--- config.mk ---
export PLATFORM = sky130hd
export DESIGN_NAME = afifo_rd_port
export DESIGN_NICKNAME = d
export VERILOG_FILES = /design/src/rtl/afifo_rd_port.sv
export SDC_FILE = /design/constraint.sdc
export NUM_CORES = 1
export LEC_CHECK = 0
export BUFFER_PORTS_ARGS = -buffer_cell sky130_fd_sc_hd__buf_2
export CAP_MARGIN = 20
export CORE_MARGIN = 8
export CORE_UTILIZATION = 35
export DETAILED_ROUTE_END_ITERATION = 8
export GPL_ROUTABILITY_DRIVEN = 0
export PLACE_DENSITY_LB_ADDON = 0.12
export SYNTH_ARGS = -nofsm -noshare
export SYNTH_HDL_FRONTEND = slang
export SYNTH_SLANG_ARGS = --single-unit
--- constraint.sdc ---
create_clock -name clk2 -period 4.3 [get_ports clk2]
set_clock_uncertainty 0.1 [all_clocks]
set_input_delay 0.86 -clock clk2 [delete_from_list [all_inputs] [get_ports clk2]]
set_output_delay 0.86 -clock clk2 [all_outputs]
set_load 0.01 [all_outputs]
--- src/rtl/afifo_rd_port.sv ---
`default_nettype none
// ============================================================================
// Module   : afifo_rd_port
// Purpose  : Read-side controller of the asynchronous FIFO (clk2 domain).
//            Synchronizes the Gray write pointer, keeps the binary/Gray read
//            pointer, generates a registered empty flag and the storage read
//            address, and presents popped words through a registered
//            valid/ready output stage.
// Ports    : clk2, rst_n      - read clock, async active-low reset
//            wptr_gray        - Gray write pointer from the clk1 domain
//            rdata_mem        - combinational storage read data at raddr
//            out_ready        - downstream accepts out_data this cycle
//            rptr_gray        - registered Gray read pointer to the writer
//            raddr            - storage read address
//            rempty           - registered FIFO-empty flag
//            out_valid/out_data - popped word output stage
//            rlevel           - occupancy seen from the read side
// Options  : AFIFO_SYNC3_EN - three-flop write-pointer synchronizer
// Revision : 1.0 - initial release
// ============================================================================
module afifo_rd_port #(
  parameter int DSIZE = 8,
  parameter int ASIZE = 4
) (
  input  logic             clk2,
  input  logic             rst_n,
  input  logic [ASIZE:0]   wptr_gray,
  input  logic [DSIZE-1:0] rdata_mem,
  input  logic             out_ready,
  output logic [ASIZE:0]   rptr_gray,
  output logic [ASIZE-1:0] raddr,
  output logic             rempty,
  output logic             out_valid,
  output logic [DSIZE-1:0] out_data,
  output logic [ASIZE:0]   rlevel
);

  typedef enum logic {
    IDLE = 1'b0,
    HOLD = 1'b1
  } state_t;

  state_t         state;
  logic [ASIZE:0] rbin;
  logic [ASIZE:0] rbin_next;
  logic [ASIZE:0] rgray_next;
  logic [ASIZE:0] wq1;
  logic [ASIZE:0] wq2;
  logic [ASIZE:0] wsync;   // last synchronizer stage, the only use of the write pointer
  logic           pop;

  function automatic logic [ASIZE:0] gray2bin(input logic [ASIZE:0] g);
    logic [ASIZE:0] b;
    b[ASIZE] = g[ASIZE];
    for (int i = ASIZE - 1; i >= 0; i--) begin
      b[i] = b[i+1] ^ g[i];
    end
    return b;
  endfunction

`ifdef AFIFO_SYNC3_EN
  logic [ASIZE:0] wq3;

  always_ff @(posedge clk2 or negedge rst_n) begin
    if (!rst_n) begin
      wq1 <= '0;
      wq2 <= '0;
      wq3 <= '0;
    end else begin
      wq1 <= wptr_gray;
      wq2 <= wq1;
      wq3 <= wq2;
    end
  end

  assign wsync = wq3;
`else
  always_ff @(posedge clk2 or negedge rst_n) begin
    if (!rst_n) begin
      wq1 <= '0;
      wq2 <= '0;
    end else begin
      wq1 <= wptr_gray;
      wq2 <= wq1;
    end
  end

  assign wsync = wq2;
`endif

  // A word leaves storage whenever there is one and the output register is
  // free or being drained in the same cycle.
  assign pop        = ~rempty & (~out_valid | out_ready);
  assign rbin_next  = rbin + {{ASIZE{1'b0}}, pop};
  assign rgray_next = (rbin_next >> 1) ^ rbin_next;

  assign raddr     = rbin[ASIZE-1:0];
  assign out_valid = (state == HOLD);
  assign rlevel    = gray2bin(wsync) - rbin;

  // Pointer, empty flag and output stage share one register block; the
  // state register itself is the out_valid flag.
  always_ff @(posedge clk2 or negedge rst_n) begin
    if (!rst_n) begin
      rbin      <= '0;
      rptr_gray <= '0;
      rempty    <= 1'b1;
      state     <= IDLE;
      out_data  <= '0;
    end else begin
      rbin      <= rbin_next;
      rptr_gray <= rgray_next;
      // Compare against the next pointer so the flag is valid on the same
      // edge that consumes the last word.
      rempty    <= (rgray_next == wsync);
      case (state)
        IDLE: begin
          if (pop) begin
            out_data <= rdata_mem;
            state    <= HOLD;
          end
        end
        HOLD: begin
          if (out_ready) begin
            if (pop) begin
              out_data <= rdata_mem;
            end else begin
              state <= IDLE;
            end
          end
        end
        default: state <= IDLE;
      endcase
    end
  end

endmodule
`default_nettype wire

==> results of run 1 <==
## metrics by stage
| step | instances | instance area, um^2 |
|---|---|---|
| floorplan | 92 | 1270 |
| global placement | 180 | 1530 |
| detailed placement | 180 | 1530 |
| CTS | 188 | 1580 |
| global route | 188 | 1580 |
| finish | 188 | 1580 |
## worst min path at each step
stage / to / slack [ns] / cells past startpoint
floorplan: wq2[0]$_DFF_PN0_ / 0.23 / 0
global placement: wq2[0]$_DFF_PN0_ / 0.23 / 0
detailed placement: wq2[2]$_DFF_PN0_ / 0.24 / 0
CTS: wq2[3]$_DFF_PN0_ / 0.26 / 0
global route: wq2[3]$_DFF_PN0_ / 0.26 / 0
finish: wq2[3]$_DFF_PN0_ / 0.25 / 0
## placed cells by master (no fill, tap or decap), drive strengths merged, types with 3 or more instances in the layout
cell	Yosys	layout
buf	0	40
clkbuf	0	8
mux2	8	8
a21oi	3	3
inv	12	12
ha	6	6
xor2	9	9
nand3	3	3
dfrtp	28	28
xnor2	11	11
## power by group through the flow
stage	Sequential [mW]	Clock [mW]	Combinational, mW
2_1_floorplan	0.449	0	0.372
3_3_place_gp	0.417	0	0.602
6_report	0.413	0.149	0.590
4_1_cts	0.417	0.158	0.608
3_5_place_dp	0.421	0	0.604
5_1_grt	0.427	0.169	0.665
## sequential cells by signal, indices dropped and copies added, names as in the netlist
signal / flops
out_data: 8
rbin: 5
wq1: 5
wq2: 5
rptr_gray: 4
out_valid: 1
rempty: 1
## logic make-up after synthesis
| family | count (synthesis) | synth area share |
|---|---|---|
| compound gates | 7 | 0.0425 |
| xor+xnor | 21 | 0.162 |
| fa+ha+maj | 7 | 0.0751 |
| buf+inv | 12 | 0.0356 |
| flops | 29 | 0.574 |
| mux | 8 | 0.0711 |
| simple gates | 8 | 0.0395 |
## metal layers
layer / up-vias / track usage / wire length, um
met1: 400 / 0.0881 / 972
met2: 28 / 0.152 / 1160
met3: 6 / 0.0448 / 159
li1: 395 / - / -
met4: 0 / 0.0462 / 57
met5: - / 0 / 0
## area by class of cell
type	count	share of cell area
Inverter	12	0.0285
Tap cell	48	0.0381
Clock buffer	8	0.0309
Timing Repair Buffer	40	0.128
Multi-Input combinational cell	51	0.313
Sequential cell	29	0.461
## critical path, cell delays in order, from the launching register on
cell,delay (ns)
dfrtp_1,0.42
xor2_1,0.23
xnor2_1,0.18
xor2_1,0.31
xor2_1,0.11
ha_1,0.23
fa_1,0.44
inv_1,0.07
a21o_1,0.10
a21oi_1,0.07
xnor2_1,0.13
buf_2,0.14
==> out/qor.csv, run 1 <==
stage,metric,value,unit
grt,grt_usage,0.0896,
critical_path,rr_worst_depth,8,
detailed_routing,drt-total-wl,2.35,mm
hold_path,holdCritStartpoint,wq1[3]$_DFF_PN0_,
grt,grt_pass1_wl,4.20,mm
cts,cts_htree_levels,2,
cells_and_area,antenna_cells,0,
cts,postCtsSetupBuffers,0,
cts,clk_latency,0.32,ns
detailed_routing,vias_per_cell,4.41,
cts,clk_pin_slew,0.08,ns
critical_path,arrival,2.76,ns
critical_path,path_max_fanout,4,
pwr,p_clk_frac,0.129,
pwr,finalPower,1.15,mW
die,num_io_pins,40,
grt,grt_pass1_vias,975,
logic_synthesis,synthCells,92,
critical_path,r2r-end,rempty$_DFF_PN1_,
detailed_routing,drt_iter0_markers,31,
grt,grt_overflow_total,0,
cells_and_area,seq_area,727,um^2
placed_design,io_buffers,39,
cts,hold_buffers,0,
detailed_routing,drt-pass1-iter-count,2,
timing,fmax,0.269,GHz
logic_synthesis,syn_area,1270,um^2
cts,clk_root_buffer_cell,clkbuf_4,
logic_synthesis,synth_ff_type,dfrtp_1,
die,die_w,76.1,um
critical_path,startpoint,wq2[4]$_DFF_PN0_,
timing,fin_hold_ws,0.254,ns
cells_and_area,fin_nets,162,
logic_synthesis,syn_area_per_cell,13.8,um^2
placed_design,dp_hpwl,1.87,mm
grt,grt_antenna_before_repair,0,
critical_path,start_kind,flop,
timing,setup_viol,0,
critical_path,required,3.34,ns
detailed_routing,vias,829,
job,cap_viol_max_count,0,
pwr,pwr-share-seq,0.359,
logic_synthesis,async_flop_share,1.00,
cells_and_area,synthToLayoutAreaGrowth,24.6,%
critical_path,rrSetupSlack,1.81,ns
logic_synthesis,synthTopCellsByArea,"dfrtp_1 (55%), xnor2_1 (7.6%), mux2_2 (7.1%), ha_1 (5.9%), xor2_1 (5.5%)",
timing,relSlewSlack,0.592,
logic_synthesis,netlist.area_leader.share,0.553,
timing,timing.final.ws_setup,0.582,ns
grt,grt_max_degree,30,
logic_synthesis,yosysMostFrequentCell,dfrtp_1,
timing,finalCritPeriodShare,0.865,
pwr,comb_power_share,0.512,
die,core,3580,um^2
cts,cts_buffers,5,
die,initial_core_util,0.354,
hold_path,hold_path.class,flop to flop,
critical_path,path_class,flop to primary output,
detailed_routing,detail-route-antenna-nets,0,
logic_synthesis,synth_common_cells,"dfrtp_1 (28), inv_1 (12), xnor2_1 (11)",
placed_design,pre_cts_slack,0.884,ns
logic_synthesis,synth_seq_area_share,0.574,
timing,finalMaxSlewViolations,0,
timing,tightest_slew,0.613,ns
logic_synthesis,synth_edf_count,0,
cells_and_area,drive_above_1_share,0.414,
logic_synthesis,synth_warnings,0,
die,row_count,22,
timing,hold_viol,0,
critical_path,crit-reg2reg-launch,rempty$_DFF_PN1_,
cts,max-clock-path-buffers,2,
pwr,vdd_ir_drop_max,0.243,mV
detailed_routing,post-route-drc-count,0,
cells_and_area,multiInputGateArea,494,um^2
logic_synthesis,synth_nets,115,
critical_path,critPathCaptureType,primary output,
cts,cts_sinks,29,
pwr,leakagePower,0.782,nW
pwr,p_int,708,uW
pwr,swShare,0.386,
die,die_area,5800,um^2
outcome,status,"finished, final reports clean",
pwr,p_per_area,730,nW/um^2
cts,cts_tree,done,
cells_and_area,post-route-util,0.441,
timing,rsz0062_at_grt,false,
logic_synthesis,synth.largest_area_cell,dfrtp_1,
logic_synthesis,ys_seq_elements,29,
logic_synthesis,synth_cell_type_count,21,
cts,cts_resized,0,
cells_and_area,fillCellCount,373,
die,die_height,76.1,um
detailed_routing,wire_per_inst,12.5,um
pwr,power.switching,444,uW
timing,layout_min_cycle_time,3.72,ns
timing,tns,0,ns
critical_path,crit_end,rlevel[4],
Note: power is estimated with default switching activity, not from simulation.
==> run 2, diff against run 1 <==
--- a/config.mk
+++ b/config.mk
@@ -13,2 +13,3 @@
 export GPL_ROUTABILITY_DRIVEN = 0
+export HOLD_SLACK_MARGIN = 0.08
 export PLACE_DENSITY_LB_ADDON = 0.12
==> constraint.sdc (replaced) <==
create_clock -name clk2 -period 4.3 [get_ports clk2]
set_clock_uncertainty 0.1 [all_clocks]
set_input_delay 0.645 -clock clk2 [delete_from_list [all_inputs] [get_ports clk2]]
set_output_delay 0.645 -clock clk2 [all_outputs]
set_load 0.01 [all_outputs]
==> run 2 against run 1 <==
  * Register-to-register slack worse by 0.21 ns
  * Non-clock buffer count decreased by 1
  * Setup slack gained 0.17 ns
  * First-iteration DRC count fell by 77%
  * Utilization about the same
  * Via count is 1.6% lower
  * Wire length up 1.7%
  * Cell count decreased by 0.53%
  * Combinational power hardly changed
  * Flip-flop and latch count stayed put
  * Sequential power about the same
  * Critical path type unchanged
==> out/qor.csv, run 2 (synthesized netlist as in run 1, its figures left out) <==
stage,metric,value,unit
die,die_area,5800,um^2
grt,grt_overflow_total,0,
cells_and_area,seq_area,727,um^2
pwr,p_per_area,736,nW/um^2
critical_path,path_class,flop to primary output,
die,num_io_pins,40,
timing,hold_viol,0,
cells_and_area,fillCellCount,367,
timing,finalMaxSlewViolations,0,
timing,fmax,0.282,GHz
timing,tns,0,ns
cells_and_area,final_area,1580,um^2
cts,cts_resized,0,
cts,clk_root_buffer_cell,clkbuf_4,
timing,finalCritPeriodShare,0.825,
cts,cts_buffers,5,
cells_and_area,regMostFlops,out_data,
grt,grt_pass1_wl,4.22,mm
critical_path,arrival,2.80,ns
critical_path,rr_worst_depth,7,
critical_path,r2r-end,rempty$_DFF_PN1_,
timing,relSlewSlack,0.594,
cts,postCtsSetupBuffers,0,
timing,layout_min_cycle_time,3.55,ns
critical_path,startpoint,wq2[4]$_DFF_PN0_,
critical_path,start_kind,flop,
grt,grt_max_degree,30,
die,row_count,22,
die,die_height,76.1,um
grt,grt_usage,0.0909,
cts,cts_htree_levels,2,
placed_design,dp_hpwl,1.91,mm
timing,tightest_slew,0.609,ns
detailed_routing,drt-total-wl,2.39,mm
pwr,vdd_ir_drop_max,0.228,mV
cells_and_area,post-route-util,0.441,
hold_path,hold_path.class,primary input to async pin,
detailed_routing,drt_iter0_markers,7,
critical_path,crit_end,rlevel[4],
critical_path,path_max_fanout,4,
timing,setup_viol,0,
cts,cts_sinks,29,
cells_and_area,layout_commonest_cell,buf_2,
cells_and_area,largest_reg_flops,8,
cells_and_area,antenna_cells,0,
outcome,status,"finished, final reports clean",
cells_and_area,fin_nets,161,
cells_and_area,final_cell_mix,"buf_2 (39), dfrtp_1 (28), inv_1 (12)",
cts,max-clock-path-buffers,2,
detailed_routing,wire_per_inst,12.8,um
timing,rsz0062_at_grt,false,
detailed_routing,detail-route-antenna-nets,0,
detailed_routing,drt-pass1-iter-count,2,
job,cap_viol_max_count,0,
detailed_routing,highest_layer,met4,
detailed_routing,post-route-drc-count,0,
cells_and_area,synthToLayoutAreaGrowth,24.5,%
detailed_routing,met3_wirelength,131,um
critical_path,rrSetupSlack,1.60,ns
cts,cts_tree,done,
critical_path,critPathCaptureType,primary output,
cells_and_area,drive_above_1_share,0.432,
pwr,leakagePower,0.782,nW
detailed_routing,dr_wl_met2,1.16,mm
cts,hold_buffers,0,
timing,fin_hold_ws,0.221,ns
placed_design,io_buffers,39,
die,initial_core_util,0.354,
placed_design,postPlaceCellArea,1520,um^2
critical_path,crit-reg2reg-launch,out_valid$_DFF_PN0_,
detailed_routing,vias_per_cell,4.36,
die,die_w,76.1,um
cts,clk_latency,0.33,ns
die,core,3580,um^2
cells_and_area,multiInputGateArea,494,um^2
detailed_routing,met1_length,1.04,mm
grt,grt_pass1_vias,964,
pwr,finalPower,1.16,mW
grt,grt_antenna_before_repair,0,
critical_path,required,3.56,ns
cts,clk_pin_slew,0.10,ns
detailed_routing,vias,816,
==> run 2: worst max-delay path: stages (launching register included) <==
cell,delay (ns)
dfrtp_1,0.43
xor2_1,0.25
xnor2_1,0.19
xor2_1,0.32
xor2_1,0.11
ha_1,0.23
fa_1,0.43
inv_1,0.08
a21o_1,0.10
a21oi_1,0.07
xnor2_1,0.13
buf_2,0.14
==> run 2: worst min path at each step <==
stage / start / to
floorplan: wq1[0]$_DFF_PN0_ / wq2[0]$_DFF_PN0_
global placement: wq1[1]$_DFF_PN0_ / wq2[1]$_DFF_PN0_
detailed placement: wq1[2]$_DFF_PN0_ / wq2[2]$_DFF_PN0_
CTS: rst_n / wq2[2]$_DFF_PN0_
global route: rst_n / wq2[2]$_DFF_PN0_
finish: rst_n / wq2[2]$_DFF_PN0_
==> run 2: per-layer routing <==
layer / up-vias / track usage
met2: 28 / 0.152
met5: - / 0
met1: 391 / 0.0934
met4: 0 / 0.0462
met3: 6 / 0.0425
li1: 391 / -
==> run 2: per-stage QoR <==
step	std cells	setup slack [ns]
2_1_floorplan	92	1.29
3_3_place_gp	179	1.17
4_1_cts	187	0.693
5_1_grt	187	0.477
6_report	187	0.753
3_5_place_dp	179	1.08
==> run 2: layout make-up <==
type / instances / share of cell area
multi-input cells: 51 / 0.313
well taps: 48 / 0.0381
flip-flops and latches: 29 / 0.461
clock buffers: 5 / 0.0238
inverters: 12 / 0.0286
repair buffers: 39 / 0.124
clock inverters: 3 / 0.0111
==> run 2: where the power goes <==
part           leakage [nW]  internal, mW  switching [mW]
Combinational         0.417         0.284           0.306
Clock                0.0310        0.0615          0.0948
Sequential            0.334         0.356          0.0575
